--- src/rtl/timer_unit.sv ---
// Memory-mapped programmable timer: prescaler, 64-bit mtime/compare, one-shot or periodic
// matching, sticky pending/overrun status and a one-cycle i_timer pulse.
module timer_unit #(
    parameter int unsigned PRESCALE_W   = 16,
    parameter int unsigned PRESCALE_RST = 0
) (
    input  logic        clk,
    input  logic        rst_n,
    input  logic [2:0]  a,
    input  logic [31:0] d,
    input  logic        we,
    output logic [31:0] spo,
    output logic        i_timer,
    output logic        tick
);

    localparam logic [2:0] REG_CTRL     = 3'd0;
    localparam logic [2:0] REG_PRESCALE = 3'd1;
    localparam logic [2:0] REG_MTIME_LO = 3'd2;
    localparam logic [2:0] REG_MTIME_HI = 3'd3;
    localparam logic [2:0] REG_CMP_LO   = 3'd4;
    localparam logic [2:0] REG_CMP_HI   = 3'd5;
    localparam logic [2:0] REG_STATUS   = 3'd6;

    logic                  en_q, en_d;
    logic                  periodic_q, periodic_d;
    logic                  irq_en_q, irq_en_d;
    logic [PRESCALE_W-1:0] prescale_q, prescale_d;
    logic [PRESCALE_W-1:0] psc_cnt_q, psc_cnt_d;
    logic [63:0]           mtime_q, mtime_d;
    logic [63:0]           cmp_q, cmp_d;
    logic                  pending_q, pending_d;
    logic                  overrun_q, overrun_d;
    logic                  i_timer_q, i_timer_d;
    logic                  tick_q, tick_d;

    logic        wr_ctrl, wr_prescale, wr_mtime_lo, wr_mtime_hi;
    logic        wr_cmp_lo, wr_cmp_hi, wr_status;
    logic        tick_int, per_hit, match;
    logic [63:0] mtime_inc, mtime_tick;

    assign wr_ctrl     = we && (a == REG_CTRL);
    assign wr_prescale = we && (a == REG_PRESCALE);
    assign wr_mtime_lo = we && (a == REG_MTIME_LO);
    assign wr_mtime_hi = we && (a == REG_MTIME_HI);
    assign wr_cmp_lo   = we && (a == REG_CMP_LO);
    assign wr_cmp_hi   = we && (a == REG_CMP_HI);
    assign wr_status   = we && (a == REG_STATUS);

    assign tick_int   = en_q && (psc_cnt_q == prescale_q);
    assign mtime_inc  = mtime_q + 64'd1;
    assign per_hit    = periodic_q && (mtime_q >= cmp_q);
    assign match      = tick_int && (periodic_q ? per_hit : (mtime_inc == cmp_q));
    assign mtime_tick = per_hit ? 64'd0 : mtime_inc;

    always_comb begin
        // With en low the count already sits at 0, so an en 0->1 write starts a fresh period.
        if (!en_q || tick_int) begin
            psc_cnt_d = '0;
        end else begin
            psc_cnt_d = psc_cnt_q + PRESCALE_W'(1);
        end

        mtime_d = mtime_q;
        if (tick_int) begin
            mtime_d[31:0]  = mtime_tick[31:0];
            mtime_d[63:32] = (wr_mtime_lo && !per_hit) ? mtime_q[63:32] : mtime_tick[63:32];
        end
        if (wr_mtime_lo) begin
            mtime_d[31:0] = d;
        end
        if (wr_mtime_hi) begin
            mtime_d[63:32] = d;
        end

        // Compare writes land next cycle; the match above already used the old value.
        cmp_d = cmp_q;
        if (wr_cmp_lo) begin
            cmp_d[31:0] = d;
        end
        if (wr_cmp_hi) begin
            cmp_d[63:32] = d;
        end

        en_d       = (match && !periodic_q) ? 1'b0 : en_q;
        periodic_d = periodic_q;
        irq_en_d   = irq_en_q;
        if (wr_ctrl) begin
            en_d       = d[0];
            periodic_d = d[1];
            irq_en_d   = d[2];
        end

        prescale_d = wr_prescale ? d[PRESCALE_W-1:0] : prescale_q;

        pending_d = match || (pending_q && !(wr_status && d[0]));
        overrun_d = (match && pending_q) || (overrun_q && !(wr_status && d[1]));
        i_timer_d = match && irq_en_q;
        tick_d    = tick_int;
    end

    always_ff @(posedge clk or negedge rst_n) begin
        if (!rst_n) begin
            en_q       <= 1'b0;
            periodic_q <= 1'b0;
            irq_en_q   <= 1'b0;
            prescale_q <= PRESCALE_W'(PRESCALE_RST);
            psc_cnt_q  <= '0;
            mtime_q    <= 64'd0;
            cmp_q      <= 64'hFFFF_FFFF_FFFF_FFFF;
            pending_q  <= 1'b0;
            overrun_q  <= 1'b0;
            i_timer_q  <= 1'b0;
            tick_q     <= 1'b0;
        end else begin
            en_q       <= en_d;
            periodic_q <= periodic_d;
            irq_en_q   <= irq_en_d;
            prescale_q <= prescale_d;
            psc_cnt_q  <= psc_cnt_d;
            mtime_q    <= mtime_d;
            cmp_q      <= cmp_d;
            pending_q  <= pending_d;
            overrun_q  <= overrun_d;
            i_timer_q  <= i_timer_d;
            tick_q     <= tick_d;
        end
    end

    always_comb begin
        case (a)
            REG_CTRL:     spo = {29'd0, irq_en_q, periodic_q, en_q};
            REG_PRESCALE: spo = 32'(prescale_q);
            REG_MTIME_LO: spo = mtime_q[31:0];
            REG_MTIME_HI: spo = mtime_q[63:32];
            REG_CMP_LO:   spo = cmp_q[31:0];
            REG_CMP_HI:   spo = cmp_q[63:32];
            REG_STATUS:   spo = {30'd0, overrun_q, pending_q};
            default:      spo = 32'd0;
        endcase
    end

    assign i_timer = i_timer_q;
    assign tick    = tick_q;

endmodule

--- config.mk ---
export PLATFORM = sky130hd
export DESIGN_NAME = timer_unit
export DESIGN_NICKNAME = d
export VERILOG_FILES = /design/src/rtl/timer_unit.sv
export SDC_FILE = /design/constraint.sdc
export NUM_CORES = 1
export LEC_CHECK = 0
export CAP_MARGIN = 20
export CORE_ASPECT_RATIO = 0.5
export CORE_MARGIN = 2
export CORE_UTILIZATION = 45
export CTS_BUF_LIST = sky130_fd_sc_hd__clkbuf_4 sky130_fd_sc_hd__clkbuf_8
export DETAILED_ROUTE_END_ITERATION = 10
export PLACE_DENSITY = 0.6
export RECOVER_POWER = 50
export REMOVE_ABC_BUFFERS = 1
export SLEW_MARGIN = 5
export SYNTH_ARGS = -nofsm -noshare
export SYNTH_HDL_FRONTEND = slang
export SYNTH_SLANG_ARGS = --single-unit
--- constraint.sdc ---
create_clock -name clk -period 5.8 [get_ports clk]
set_input_delay 0.87 -clock clk [delete_from_list [all_inputs] [get_ports clk]]
set_output_delay 0.87 -clock clk [all_outputs]
set_load 0.005 [all_outputs]
## Word level (Yosys, flattened, before mapping)

Cells that the tools add are included.

| storage, ports and cells | value |
|---|---|
| register bits | 167 |
| output and inout bits | 34 |

| cells by class | value |
|---|---|
| reduce and logical (&&, ||, !) cells | 31 |
| multiplexer cells | 10 |
| add/sub/neg operators | 2 |
| equal/unequal tests | 9 |
| magnitude comparators | 1 |

Operators by type and width:

| kind | number |
|---|---|
| $pmux 32 s7 | 1 |
| $mux 64 | 2 |
| $mux 32 | 3 |
| $add 64x1->64 const B | 1 |
| $eq 64x64->1 | 1 |
| $ge 64x64->1 | 1 |
| $logic_and 1x1->1 | 18 |
| $add 16x1->16 const B | 1 |
| $eq 16x16->1 | 1 |
| $mux 16 | 1 |
| $eq 3x3->1 const B | 3 |
| $eq 3x2->1 const B | 2 |
| $reduce_bool 2->1 | 3 |
| $logic_not 1->1 | 5 |
| $eq 3x1->1 const B | 1 |
| $logic_not 3->1 | 1 |
| $logic_or 1x1->1 | 3 |
| $mux 1 | 3 |
| $ne 2x2->1 const B | 1 |
| $reduce_and 2->1 | 1 |

## Logic depth before layout (Yosys ltp)

| logic depth | value |
|---|---|
| word-level depth | 7 |
| depth in mapped cells | 13 |

## Worst setup path after synthesis

Ideal clock, no wire load.

| path | value |
|---|---|
| kind | flip-flop to flip-flop |
| from | reg mtime_q[18] |
| to | reg en_q |
| setup time | 120 ps |
| data required time | 5680 ps |
| setup slack | 2174 ps |
| stages on the path, launching flop included | 12 |
| buffers on the path | 2 |
| arrival | 3506 ps |
| cells stage by stage | dfrtp_1 buf_2 nand4_2 or4_1 buf_2 or4_4 or4_4 xnor2_2 and4_1 nand4_1 or4_4 a31o_1 |

| between the ends | value |
|---|---|
| cells in the longest elaborated chain, start to end | 6 |
| elaborated cells between the ends (all ways) | 8 |

RTL lines:

| what | RTL line | RTL |
|---|---|---|
| from (decl) | 30 | `logic [63:0] mtime_q, mtime_d;` |
| from (signal assigned) | 121 | `mtime_q <= mtime_d;` |
| $add 64x1->64 / $ge 64x64->1 (equally long branches) | 51, 52 |  |
| $eq 64x64->1 / $logic_and 1x1->1 (equally long branches) | 53, 52 |  |
| $mux 1 (*) | 53 | `assign match = tick_int && (periodic_q ? per_hit : (mtime_inc == cmp_q));` |
| $logic_and 1x1->1 (*) | 53 |  |
| $logic_and 1x1->1 (*) | 85 | `en_d = (match && !periodic_q) ? 1'b0 : en_q;` |
| $reduce_bool 2->1 (no source line) (*) | n/a |  |
| to (signal assigned) | 116 | `en_q <= en_d;` |
| to (decl) | 25 | `logic en_q, en_d;` |

Every way passes the cells marked *; elsewhere a longest branch is shown, timed or not.
A chain may end at the register's enable or synchronous reset.

## Final worst setup path

| path | value |
|---|---|
| from | reg prescale_q[0] |
| to | reg en_q |

| between the ends | value |
|---|---|
| cells in the longest elaborated chain, start to end | 5 |

RTL lines:

| what | RTL line | RTL |
|---|---|---|
| from (decl) | 28 | `logic [PRESCALE_W-1:0] prescale_q, prescale_d;` |
| from (signal assigned) | 107 | `prescale_q <= PRESCALE_W'(PRESCALE_RST);` |
| from (signal assigned) | 119 | `prescale_q <= prescale_d;` |
| $eq 16x16->1 | 50 | `assign tick_int = en_q && (psc_cnt_q == prescale_q);` |
| $logic_and 1x1->1 | 50 |  |
| $logic_and 1x1->1 | 53 |  |
| $logic_and 1x1->1 | 85 |  |
| $reduce_bool 2->1 (no source line) | n/a |  |

Every way passes these cells.

==> qor.log <==
[status] outcome finished with violations
[status] violated checks DRC, capacitance limit, slew limit
[sta] Final Cycle Share 81.3%
[yosys] Mapped Avg Cell Area 8.32 um2
[yosys] cells after synthesis 1,617
[cts] TritonCTS buffer count 17
[yosys] Syn Std Cell Area 13,500 um2
[drt] routed vias 14,000
[global_routing] initial antenna violation count 2
[sta] Fin. Hold Viols 0
[floorplanning] Initial Utilization 46.0%
[setup_path] cell with the largest stage delay on the worst path nor4_1
[setup_path] worst-path fanout max 26
[place] routability-driven placement congestion ratio 1.02
[setup_path] kind of critical path flop to flop
[drt] post-DR wirelength/cell 30.0 um
[global_routing] All-Layer GR Usage 39.0%
[pwr] power density cells 306 nW/um2
[setup_path] stage delay of the slowest cell on the critical path 1220 ps
[sta] post-route clock skew 28.6 ps
[place] Final HPWL DP 47,600 um
[pwr] worst vdd rail ir drop 0.163 mV
[yosys] number of enable flip-flop cells after synthesis 0
[setup_path] cells along the critical path xnor2_1 > nand4_1 > nor4_1 > nand2_1 > buf_4 > nor4_1 > nand4_1 > or4_4 > a31o_1
[floorplanning] x dimension of the die 249 um
[yosys] register area share after synthesis 31.6%
[yosys] top_reg_cell synth dfrtp_1
[place] number of port buffers 71
[floorplanning] standard-cell row count 44
[cts] clock tree from TritonCTS done
[setup_path] Setup crit end kind flop
[global_routing] wire length of the first global-routing pass 89,500 um
[yosys] Yosys warning total 0
[drt] number of routed nets with antenna violations 0
[place] total placed cells including tap cells 2,022
[cts] H-tree depth 4
[pwr] leakage 5.74 nW
[setup_path] data arrival time of the worst path 5140 ps
[finish] net count of the finished layout 1,755
[cts] largest buffer count on any clock path 2
[floorplanning] core area 29,200 um2
[finish] area growth from synthesis to layout 12.6%
[cts] clock-pin transition on the worst setup and hold timing paths 110 ps
[finish] ratio of cells with drive above 1 in the final layout 14.4%
[cts] Worst-Skew Late Latency 540 ps
[floorplanning] die outline area 31,400 um2
[setup_path] critical path launch point type flop
[drt] violation count after the first detailed-route iteration 2,130
[sta] Worst Tran Pin Value 3130 ps
[floorplanning] vertical die dimension 126 um
[global_routing] total gr overflow 0
[sta] tightest slew margin relative to the limit -109%
[cts] count of hold-fix buffers inserted at cts 0
[yosys] count of unique library cells instantiated by Yosys 70
[yosys] share of flip-flops with an asynchronous set or reset after synthesis 100%
[cts] CTS sink count 167
[hold_path] classification of the worst-slack hold path flop to flop
[job] maxcap violations 4
[finish] Fill cells 2,772
[cts] number of gates resized after cts 0
[drt] post-route DRC violation count 2
[sta] highest achievable clock rate 212 MHz
[sta] RSZ-0062 raised after global routing false
[global_routing] maximum number of pins on one net before global-route repair 59
[floorplanning] number of placed I/O pins 72
[yosys] FF+latch count, synth 167
[drt] TritonRoute pass-1 iters 11
[cts] clock root buffer clkbuf_8
[finish] commonest non-fill, non-tap cell in the layout nand2_1
[sta] Slew Limit Fails 171
[setup_path] required time of the critical path 6230 ps
[drt] via count normalized by instance count 6.79
[sta] final setup violation count 0
[drt] total wire length after detailed routing 61,600 um
[finish] top library cells by usage in the layout, fill and taps aside nand2_1 (181), dfrtp_1 (103), nor2_1 (90), xnor2_1 (90)
[sta] setup tns final 0 ps
[sta] final critical-path required period 4710 ps
[finish] non-filler cells, final 2,057
[cts] buffers inserted during post-CTS setup optimization 0
[global_routing] number of global-route vias before repair 13,000
[path summary, 6_finish.rpt]
| kind | startpoint | end | slack (ps) | depth (start not counted) |
|---|---|---|---|---|
| worst max register to register | prescale_q[0] | en_q | 1090 | 9 |
| worst min-delay path | cmp_q[25] | cmp_q[25] | 550 | 2 |
| worst min register to register | cmp_q[25] | cmp_q[25] | 550 | 2 |
| min in group asynchronous | rst_n | psc_cnt_q[15] | 1360 | 1 |
| worst max-delay path | prescale_q[0] | en_q | 1090 | 9 |
| max in group asynchronous | rst_n | mtime_q[22] | 1570 | 2 |
[layer usage]
layer,share of wire (%),track usage (%),wire [um],up-vias
li1,-,-,-,6024
met1,44,58.2,27400,6917
met2,40,54.8,24700,921
met3,14,12.6,8370,110
met4,1.9,7.88,1180,0
met5,0,0,0,-
[critical path, delay by kind of cell (launching register included)]
kind / cells / cell delay (ps)
xor+xnor: 1 / 330
simple gates: 6 / 3250
compound gates: 1 / 240
flops: 1 / 450
buf+inv: 1 / 310
[power by group]
part / switching [W] / internal, W / leakage, nW / total [W]
Sequential: 0.000417 / 0.00144 / 1.94 / 0.00186
Clock: 0.000581 / 0.000417 / 0.226 / 0.000998
Combinational: 0.00105 / 0.000723 / 3.58 / 0.00178
[state kept, by name (all words and copies together) (netlist names), 16 cells and up]
signal,flops
cmp_q,64
prescale_q,16
mtime_q,64
psc_cnt_q,16
[cell families (layout without fill, tap and decap cells)]
kind of cell	Yosys count	in the layout	synth area share, %
adder cells (fa/ha/maj)	67	67	6.21
buffers and inverters	201	248	5.79
AND/OR/NAND/NOR	614	614	23.4
XOR/XNOR	132	132	8.75
flip-flops	167	167	31.6
other	0	2	0
multiplexers	74	74	6.17
AO/OA/AOI/OAI	362	362	18.1
[layout make-up]
type	count	area [um2]	share of cell area (%)
clock buffer	18	241	1.59
tap	391	489	3.23
sequential	167	4260	28.1
inverter	84	315	2.08
antenna	2	5.00	0.0330
timing repair buffer	132	1170	7.69
multi-input combinational	1249	8470	55.9
clock inverter	14	213	1.40
[per-stage QoR]
stage	setup WS, ps	cell area [um2]	hold slack, ps	utilization, %	total power [W]
after floorplan	1200	13000	474	-	0.00275
after global placement	1300	14700	521	50.3	0.00353
after detailed placement	1330	14700	527	50.3	0.00357
after CTS	1290	15200	292	51.9	0.00456
after global routing	958	15100	564	51.8	0.00484
final	1090	15200	545	51.8	0.00463
[synthesized netlist by cell type, types with 13 or more instances]
cell,count,area [um2]
a21o_1,17,128
a21oi_1,79,395
a22oi_1,49,368
and3_1,16,100
and4_1,14,123
buf_1,14,52.6
buf_2,18,90.1
clkbuf_1,83,312
dfrtp_1,103,2580
dfstp_2,64,1680
ha_1,66,826
inv_1,84,315
mux2_2,52,586
mux2i_1,20,200
nand2_1,181,679
nand3_1,62,310
nand4_1,73,457
nor2_1,93,349
nor3_1,55,275
nor4_1,39,244
o2111ai_1,20,175
o21ai_0,85,425
o311ai_0,18,158
o31ai_1,19,143
or3_1,15,93.8
or4_1,13,97.6
xnor2_1,90,788
xor2_1,40,350
(Power assumes the default switching activity.)
